**config.mk**
```make
export PLATFORM = sky130hd
export DESIGN_NAME = integrator_peak_finder
export DESIGN_NICKNAME = d
export VERILOG_FILES = /design/src/rtl/integrator_peak_finder_evt_hold_reg.sv /design/src/rtl/integrator_peak_finder.sv
export SDC_FILE = /design/constraint.sdc
export NUM_CORES = 1
export LEC_CHECK = 0
export BUFFER_PORTS_ARGS = -buffer_cell sky130_fd_sc_hd__buf_4
export CAP_MARGIN = 20
export CORE_ASPECT_RATIO = 1.4
export CORE_UTILIZATION = 53
export DETAILED_ROUTE_END_ITERATION = 7
export PLACE_DENSITY = 0.75
export SLEW_MARGIN = 20
export SYNTH_ARGS = -nofsm -noshare
export SYNTH_HDL_FRONTEND = slang
export SYNTH_HIERARCHICAL = 1
export SYNTH_SLANG_ARGS = --single-unit
```
**constraint.sdc**
```tcl
create_clock -name clk -period 8 [get_ports clk]
set_input_delay 0 -clock clk [delete_from_list [all_inputs] [get_ports clk]]
set_output_delay 0 -clock clk [all_outputs]
set_load 0.1 [all_outputs]
```
**src/rtl/integrator_peak_finder_evt_hold_reg.sv**
```systemverilog
// Single-entry ready/valid holding register for event records.
// A record offered while the register is full and not being drained is lost and counted.
module evt_hold_reg #(
  parameter int P_NBITS_REC  = 60,
  parameter int P_NBITS_DROP = 16
) (
  input  logic                    clk,
  input  logic                    rst,
  input  logic                    in_valid,
  input  logic [P_NBITS_REC-1:0]  in_data,
  output logic                    out_valid,
  input  logic                    out_ready,
  output logic [P_NBITS_REC-1:0]  out_data,
  output logic [P_NBITS_DROP-1:0] drop_cnt
);

  localparam logic [P_NBITS_DROP-1:0] DROP_ONE = 1;

  logic                    valid_reg;
  logic [P_NBITS_REC-1:0]  data_reg;
  logic [P_NBITS_DROP-1:0] drop_reg;
  logic                    accept;

  assign accept = valid_reg && out_ready;

  always_ff @(posedge clk) begin
    if (rst) begin
      valid_reg <= 1'b0;
      data_reg  <= '0;
      drop_reg  <= '0;
    end else if (in_valid) begin
      // A slot freed in the same cycle is reused immediately.
      if (!valid_reg || accept) begin
        valid_reg <= 1'b1;
        data_reg  <= in_data;
      end else if (drop_reg != '1) begin
        drop_reg <= drop_reg + DROP_ONE;
      end
    end else if (accept) begin
      valid_reg <= 1'b0;
    end
  end

  assign out_valid = valid_reg;
  assign out_data  = data_reg;
  assign drop_cnt  = drop_reg;

endmodule

```
**src/rtl/integrator_peak_finder.sv**
```systemverilog
// Threshold-crossing pulse tracker on the integrator sum stream; emits one
// {peak, peak time, width} record per pulse followed by a programmable dead time.
module integrator_peak_finder #(
  parameter int P_NBITS_DATA  = 20,
  parameter int P_NBITS_TIME  = 32,
  parameter int P_NBITS_WIDTH = 8,
  parameter int P_NBITS_DROP  = 16
) (
  input  logic                     clk,
  input  logic                     rst,
  input  logic [P_NBITS_DATA-1:0]  thresh,
  input  logic [P_NBITS_WIDTH-1:0] holdoff,
  input  logic [P_NBITS_DATA-1:0]  sum_in,
  input  logic                     sum_valid,
  output logic                     evt_valid,
  input  logic                     evt_ready,
  output logic [P_NBITS_DATA-1:0]  evt_peak,
  output logic [P_NBITS_TIME-1:0]  evt_time,
  output logic [P_NBITS_WIDTH-1:0] evt_width,
  output logic [P_NBITS_DROP-1:0]  drop_cnt,
  output logic                     busy
);

  localparam int P_NBITS_REC = P_NBITS_DATA + P_NBITS_TIME + P_NBITS_WIDTH;

  localparam logic [1:0] S_IDLE    = 2'd0;
  localparam logic [1:0] S_ABOVE   = 2'd1;
  localparam logic [1:0] S_HOLDOFF = 2'd2;

  localparam logic [P_NBITS_TIME-1:0]  TS_ONE = 1;
  localparam logic [P_NBITS_WIDTH-1:0] W_ONE  = 1;

  logic [1:0]               state_reg;
  logic [P_NBITS_TIME-1:0]  ts_reg;
  logic [P_NBITS_DATA-1:0]  peak_reg;
  logic [P_NBITS_TIME-1:0]  ptime_reg;
  logic [P_NBITS_WIDTH-1:0] width_reg;
  logic [P_NBITS_WIDTH-1:0] hcnt_reg;
  logic                     above;
  logic                     emit;
  logic [P_NBITS_REC-1:0]   rec_out;

  assign above = sum_in >= thresh;
  assign emit  = (state_reg == S_ABOVE) && sum_valid && !above;

  always_ff @(posedge clk) begin
    if (rst) begin
      state_reg <= S_IDLE;
      ts_reg    <= '0;
      peak_reg  <= '0;
      ptime_reg <= '0;
      width_reg <= '0;
      hcnt_reg  <= '0;
    end else begin
      ts_reg <= ts_reg + TS_ONE;
      case (state_reg)
        S_IDLE: begin
          if (sum_valid && above) begin
            peak_reg  <= sum_in;
            ptime_reg <= ts_reg;
            width_reg <= W_ONE;
            state_reg <= S_ABOVE;
          end
        end
        S_ABOVE: begin
          if (sum_valid) begin
            if (above) begin
              if (width_reg != '1)
                width_reg <= width_reg + W_ONE;
              // Strict compare so a repeated maximum keeps its first timestamp.
              if (sum_in > peak_reg) begin
                peak_reg  <= sum_in;
                ptime_reg <= ts_reg;
              end
            end else if (holdoff == '0) begin
              state_reg <= S_IDLE;
            end else begin
              hcnt_reg  <= holdoff;
              state_reg <= S_HOLDOFF;
            end
          end
        end
        S_HOLDOFF: begin
          hcnt_reg <= hcnt_reg - W_ONE;
          if (hcnt_reg <= W_ONE)
            state_reg <= S_IDLE;
        end
        default: state_reg <= S_IDLE;
      endcase
    end
  end

  evt_hold_reg #(
    .P_NBITS_REC (P_NBITS_REC),
    .P_NBITS_DROP(P_NBITS_DROP)
  ) u_evt_hold_reg (
    .clk      (clk),
    .rst      (rst),
    .in_valid (emit),
    .in_data  ({peak_reg, ptime_reg, width_reg}),
    .out_valid(evt_valid),
    .out_ready(evt_ready),
    .out_data (rec_out),
    .drop_cnt (drop_cnt)
  );

  assign {evt_peak, evt_time, evt_width} = rec_out;
  assign busy = (state_reg != S_IDLE);

endmodule

```
# --- Yosys cells after proc, flatten, opt, wreduce, memory -nomap -nowiden ---
# Index checks and enable logic that the tools add are counted.
word_totals:
  reg_bits: 179
  latch_bits: 0
  mem_bits_rw: 0
  rom_bits: 0
  input_bits: 52
  out_inout_bits: 78
  word_cells: 78
  mem_count: 0
classes:
  add_sub_neg: 4
  n_mul: 0
  div_mod_pow: 0
  n_lt_le_gt_ge: 3
  n_eq_ne: 13
  shifts: 0
  n_mux: 28
  bitwise_logic: 1
  reduce_logical: 20
op_table:
  columns: ["op", "n"]
  rows:
  - ["32-bit 2-to-1 mux", 4]
  - ["20-bit 2-to-1 mux", 4]
  - ["32-bit case mux with 2 select lines", 1]
  - ["8-bit 2-to-1 mux", 7]
  - ["20-bit case mux with 2 select lines", 1]
  - ["32-bit by 1-bit adder with 32-bit output (second input constant)", 1]
  - ["8-bit case mux with 2 select lines", 2]
  - ["20-bit greater-or-equal comparator", 1]
  - ["20-bit greater-than comparator", 1]
  - ["16-bit by 1-bit adder with 16-bit output (second input constant)", 1]
  - ["16-bit != test (second input constant)", 1]
  - ["2-bit != test (second input constant)", 6]
  - ["2-bit 2-to-1 mux", 5]
  - ["5-bit AND reduction", 2]
  - ["8-bit by 1-bit adder with 8-bit output (second input constant)", 1]
  - ["8-bit by 1-bit <= comparator with 1-bit output (second input constant)", 1]
  - ["8-bit zero test", 1]
  - ["8-bit != test (second input constant)", 1]
  - ["4-bit AND reduction", 2]
  - ["2-bit nonzero test", 4]
  - ["8-bit by 1-bit subtractor with 8-bit output (second input constant)", 1]
  - ["2-bit by 1-bit != test with 1-bit output (second input constant)", 3]
  - ["2-bit case mux with 3 select lines", 1]
  - ["1-bit logical AND", 4]
  - ["9 further kinds", 13]

# --- Logic depth before layout (Yosys ltp) ---
logic_depth:
  ltp_word: 5
  mapped_depth: 13
  depth_no_buf: 11

# --- Cells and area by module ---
# The synthesis kept the hierarchy.
modules_own_cells:
  columns: ["mod", "instances", "cells_each", "area_each_um2", "seq_area_each_um2"]
  rows:
  - ["integrator_peak_finder", 1, 650, 5437.7, 2042.0]
  - ["evt_hold_reg", 1, 365, 2925.3, 1541.5]

# --- Worst setup path after synthesis ---
# OpenSTA, ideal clock, no wires.
synth_timing:
  path_type: "input-to-reg"
  start: "input thresh[17]"
  end: "register u_evt_hold_reg.drop_reg[10], in the netlist u_evt_hold_reg/drop_cnt[10]"
  setup_time_ps: 121
  arrival_time_ps: 2735
  required_ps: 7879
  path_slack_ps: 5145
  stages: 13
  n_path_buf: 2
  path_cell_list: "inv_1 > ha_1 > a21o_1 > a21o_1 > a221oi_1 > and3_1 > clkbuf_1 > and2_1 > nand3b_1 > or2_1 > clkbuf_1 > nor4_1 > mux2_2"
synth_via:
  elab_chain_cells: 4
synth_lines:
  columns: ["element", "line", "rtl"]
  rows:
  - ["start, declared", "integrator_peak_finder.sv:11", "input logic [P_NBITS_DATA-1:0] thresh,"]
  - ["20-bit greater-or-equal comparator", "integrator_peak_finder.sv:43", "assign above = sum_in >= thresh;"]
  - ["1-bit zero test", "integrator_peak_finder.sv:44", "assign emit = (state_reg == S_ABOVE) && sum_valid && !above;"]
  - ["1-bit logical AND", "integrator_peak_finder.sv:44", null]
  - ["via emit", "integrator_peak_finder.sv:40", "logic emit;"]
  - ["3-bit AND reduction (no line)", null, null]
  - ["end signal, assigned", "integrator_peak_finder_evt_hold_reg.sv:37", "drop_reg <= drop_reg + DROP_ONE;"]
  - ["end, declared", "integrator_peak_finder_evt_hold_reg.sv:21", "logic [P_NBITS_DROP-1:0] drop_reg;"]
# The timed path passes the listed nets, and every way through them passes these cells.
# A chain may end at the register's enable or synchronous reset.

# --- Worst setup path in the final report ---
layout_timing:
  start: "input sum_in[17]"
  end: "register u_evt_hold_reg.drop_reg[10], in the netlist u_evt_hold_reg/drop_cnt[10]"
layout_via:
  elab_chain_cells: 4
layout_lines:
  columns: ["element", "line", "rtl"]
  rows:
  - ["start, declared", "integrator_peak_finder.sv:13", "input logic [P_NBITS_DATA-1:0] sum_in,"]
  - ["20-bit greater-or-equal comparator", "integrator_peak_finder.sv:43", null]
  - ["1-bit zero test", "integrator_peak_finder.sv:44", null]
  - ["1-bit logical AND", "integrator_peak_finder.sv:44", null]
  - ["via emit", "integrator_peak_finder.sv:40", null]
  - ["3-bit AND reduction (no line)", null, null]
# The timed path passes the listed nets, and every way through them passes these cells.

==> impl.org <==
** Cells and area
- Layout Cell Area excl Fill :: about 10000 sq um
- Once layout is complete, the utilization of the core stands at 0.661.
- Cell Count, Final, Fillers Out :: around 1400
- The repair_antennas step left the layout with diodes totalling 0.
- Fraction of final layout cells with drive strength greater than 1 :: 0.158
- The net count of the finished layout is 1242.
- Max reg flops :: 60
- Area growth from synthesis to final layout :: 22.2%
- The library cells used most frequently in the layout, excluding fill and tap cells, are nand2_1 (261), dfxtp_1 (179), buf_4 (134), a21oi_1 (106), inv_1 (56).
- The library cell used most frequently in the layout, excluding fill and tap cells, is nand2_1.
- Sequential standard cell area :: 3580 sq um
- In the final layout, the multi-input gates occupy 4280 sq um.
- Counting the fill cells in the layout gives 1299.

** Setup path
- Kind of capture point of the worst setup path :: flop
- Traced cell by cell, the critical path runs through dlygate4sd3_1 > buf_4 > ha_1 > a21o_1 > a21o_1 > a221oi_1 > and3_1 > and2_1 > nand3b_1 > or2_1 > nor4_1 > mux2_2.
- Delay-heaviest family, CP :: simple AND/OR/NAND/NOR gates
- In this run the number of cells on the critical path is 12.
- In this design, the stage delay of the slowest critical-path cell is between 500 and 600 ps.
- For the worst setup path, the data required time is 8310 ps.
- Slowest-stage cell, CP :: dlygate4sd3_1
- Kind of launch point of the worst setup path :: input pin
- Along the worst path, the maximum fanout reaches 12.
- Counting both buffers and inverters, the worst setup path holds a total of 2.
- Dominant cell type by count on the critical path :: a21o_1
- Data arrival time of the worst path :: 4010 ps
- Number of cell instances on the worst register-to-register path :: 7
- The worst setup path is of the input pin to flop kind.

** Timing
- Accumulated negative setup slack :: 0 ps
- Highest achievable clock rate :: 0.271 GHz
- # setup viols final :: 0
- For the finished layout, the period the worst path requires is 3700 ps.
- In this run the tightest slew margin relative to its limit is 0.324.
- Total count of max-transition violations in the final report :: 0
- Worst clock skew on the final layout :: 8.82 ps
- Transition time at the pin with the least slew margin :: 1010 ps
- Part of the cycle the worst path needs :: 0.462
- RSZ-0062 raised after global routing :: false
- The number of hold violations in the final report is 0.

** Floorplan
- Die height :: 151 microns
- The die covers 16300 sq um.
- The region available for standard cell placement spans 15500 sq um.
- The die is ~110 microns wide.
- The initial utilization of the core area, before any placement, comes to 0.541.
- 130 I/O pins were placed.
- The floorplan has 54 rows.

** Clock tree
- Buffers from clock root to sink, at most :: 2
- The tree built by TritonCTS fans out to 179 sinks.
- Root buffer cell :: clkbuf_16
- Buffers inserted during clock tree synthesis total 17.
- The H-tree was split into 4 levels.
- Postcts setup bufs :: 0
- Resized Gates After CTS :: 0
- Later-pin clock latency in the skew report :: 430 ps
- Clk pin slew, worst setup/hold paths :: 70 ps
- TritonCTS built the clock tree.

** Placement
- Summing all placed instances gives a cell area of 9330 sq um.
- Number of input and output port buffers inserted :: 129
- Final weighted congestion in routability-driven placement :: 0.801
- The HPWL after detailed placement is 12700 microns.
- Number of cells in the design after placement :: 1292

** Synthesis
- Counting flops with a built-in enable in the synthesized netlist gives 0.
- Register area share after synthesis :: 0.428
- Net count of the mapped netlist :: 1112
- Synthesis inferred 179 register bits.
- Area of the mapped netlist :: roughly 8400 sq um
- In this run the mean area of a mapped cell was 8.24 sq um.
- Yosys printed 6 warnings.
- Count of different cell masters after synthesis :: 61
- Fraction of synthesis flops using an asynchronous set or reset pin :: 0
- Synthesis handed over a netlist of 1015 instances.
- Most used DFF post-synth :: dfxtp_1

** Worst hold path
- Worst min-delay path category :: input pin to flop
- The worst hold path passes through 2 cells.

** Run status
- The run finished, with violations left.
- The final reports fail on design-rule violations.

** Flow run
- Number of max-cap violations :: 0

** Routing
- Routed length per instance :: 14.2 microns
- The count of nets left with antenna violations once routing finished came out at 0.
- The final route contains 7305 vias.
- The first routing iteration left 279 violations.
- Wires add up to 19200 microns.
- Number of iterations in the first detailed-routing pass :: 7
- Vias per inst :: 5.40
- After detailed routing, the number of remaining DRC violations is 1.

** Global route
- Initial antenna violation count :: 0
- Entering global routing, the biggest net connects 79 pins.
- The via count of the first global-routing pass came to 6844.
- The total overflow left after global routing is 0.
- The first global-routing pass estimated 31600 microns of wire.
- For this run, the total global-route usage over all layers was measured as 0.244.

** Pwr
- Largest vdd supply drop :: 0.000133 V
- Total power :: about 1900 uW
- In this run the static leakage power is 0.00394 uW.
- Power density cells :: between 150 and 200 nW/um^2
## Yosys cell counts, types with 8 or more instances
library cell,count,area (sq um)
xnor2_1,10,87.6
nand3_1,31,155
nor2b_1,10,62.6
mux2i_1,52,521
nor4_1,8,50.1
or3_1,13,81.3
o21ai_0,22,110
nor2_1,41,154
a21oi_1,106,531
buf_1,10,37.5
ha_1,45,563
nor3_1,10,50.1
nand2_1,262,983
dfxtp_1,179,3580
inv_1,57,214
xor2_1,11,96.3
nand4_1,14,87.6
clkbuf_1,35,131
o31ai_1,10,75.1
## layout make-up
class	count	share of cell area
multi-input cells	726	0.419
flip-flops and latches	179	0.351
clock buffers	21	0.0450
inverters	57	0.0211
well taps	196	0.0240
repair buffers	164	0.128
clock inverters	11	0.0124
## worst paths after layout
check / from / end / slack [ps]
max: sum_in[17] / u_evt_hold_reg/drop_cnt[10]$_SDFFE_PP0P_ / 4300
max reg2reg: state_reg[0]$_SDFFE_PP0P_ / u_evt_hold_reg/drop_cnt[10]$_SDFFE_PP0P_ / 4800
min reg2reg: ptime_reg[25]$_SDFFE_PP0P_ / u_evt_hold_reg/out_data[33]$_SDFFE_PP0P_ / 450
min: rst / u_evt_hold_reg/out_data[31]$_SDFFE_PP0P_ / 50
## power by group
part | leakage (uW) | switching, uW | total, uW | internal, uW
sequential | 0.00145 | 11.4 | 916 | 905
combinational | 0.00222 | 114 | 191 | 77.7
clock | 0.000282 | 356 | 836 | 479
total | 0.00394 | 481 | 1940 | 1460
## cells by family (layout without fill, tap and decap cells)
family,count (synthesis),after routing,share of synthesized area
AOI/OAI and AO/OA,178,178,0.125
xor gates and xnor gates,21,21,0.0220
adders and majority gates,45,45,0.0673
buffers and inverters,110,253,0.0606
DFF,179,179,0.428
muxes,55,55,0.0663
and+or+nand+nor,427,427,0.230
## repair_timing
action,4_1_cts,5_1_grt
endpoints found under the setup margin,0,0
endpoints found under the hold margin,30,0
hold buffers,30,0
## routing by layer
layer / track usage / part of all wire
met5: 0 / 0
met4: 0.112 / 0.028
met3: 0.0411 / 0.036
met2: 0.441 / 0.51
met1: 0.277 / 0.42
## metrics by stage
step                      setup WS [ps]  hold WS [ps]
after CTS                          4330          45.4
after global placement             4460           237
after detailed placement           4430           245
after global routing               4080          61.6
after floorplan                    5140           114
final                              4300          47.8
No activity file was read; power rests on OpenSTA's default activity.
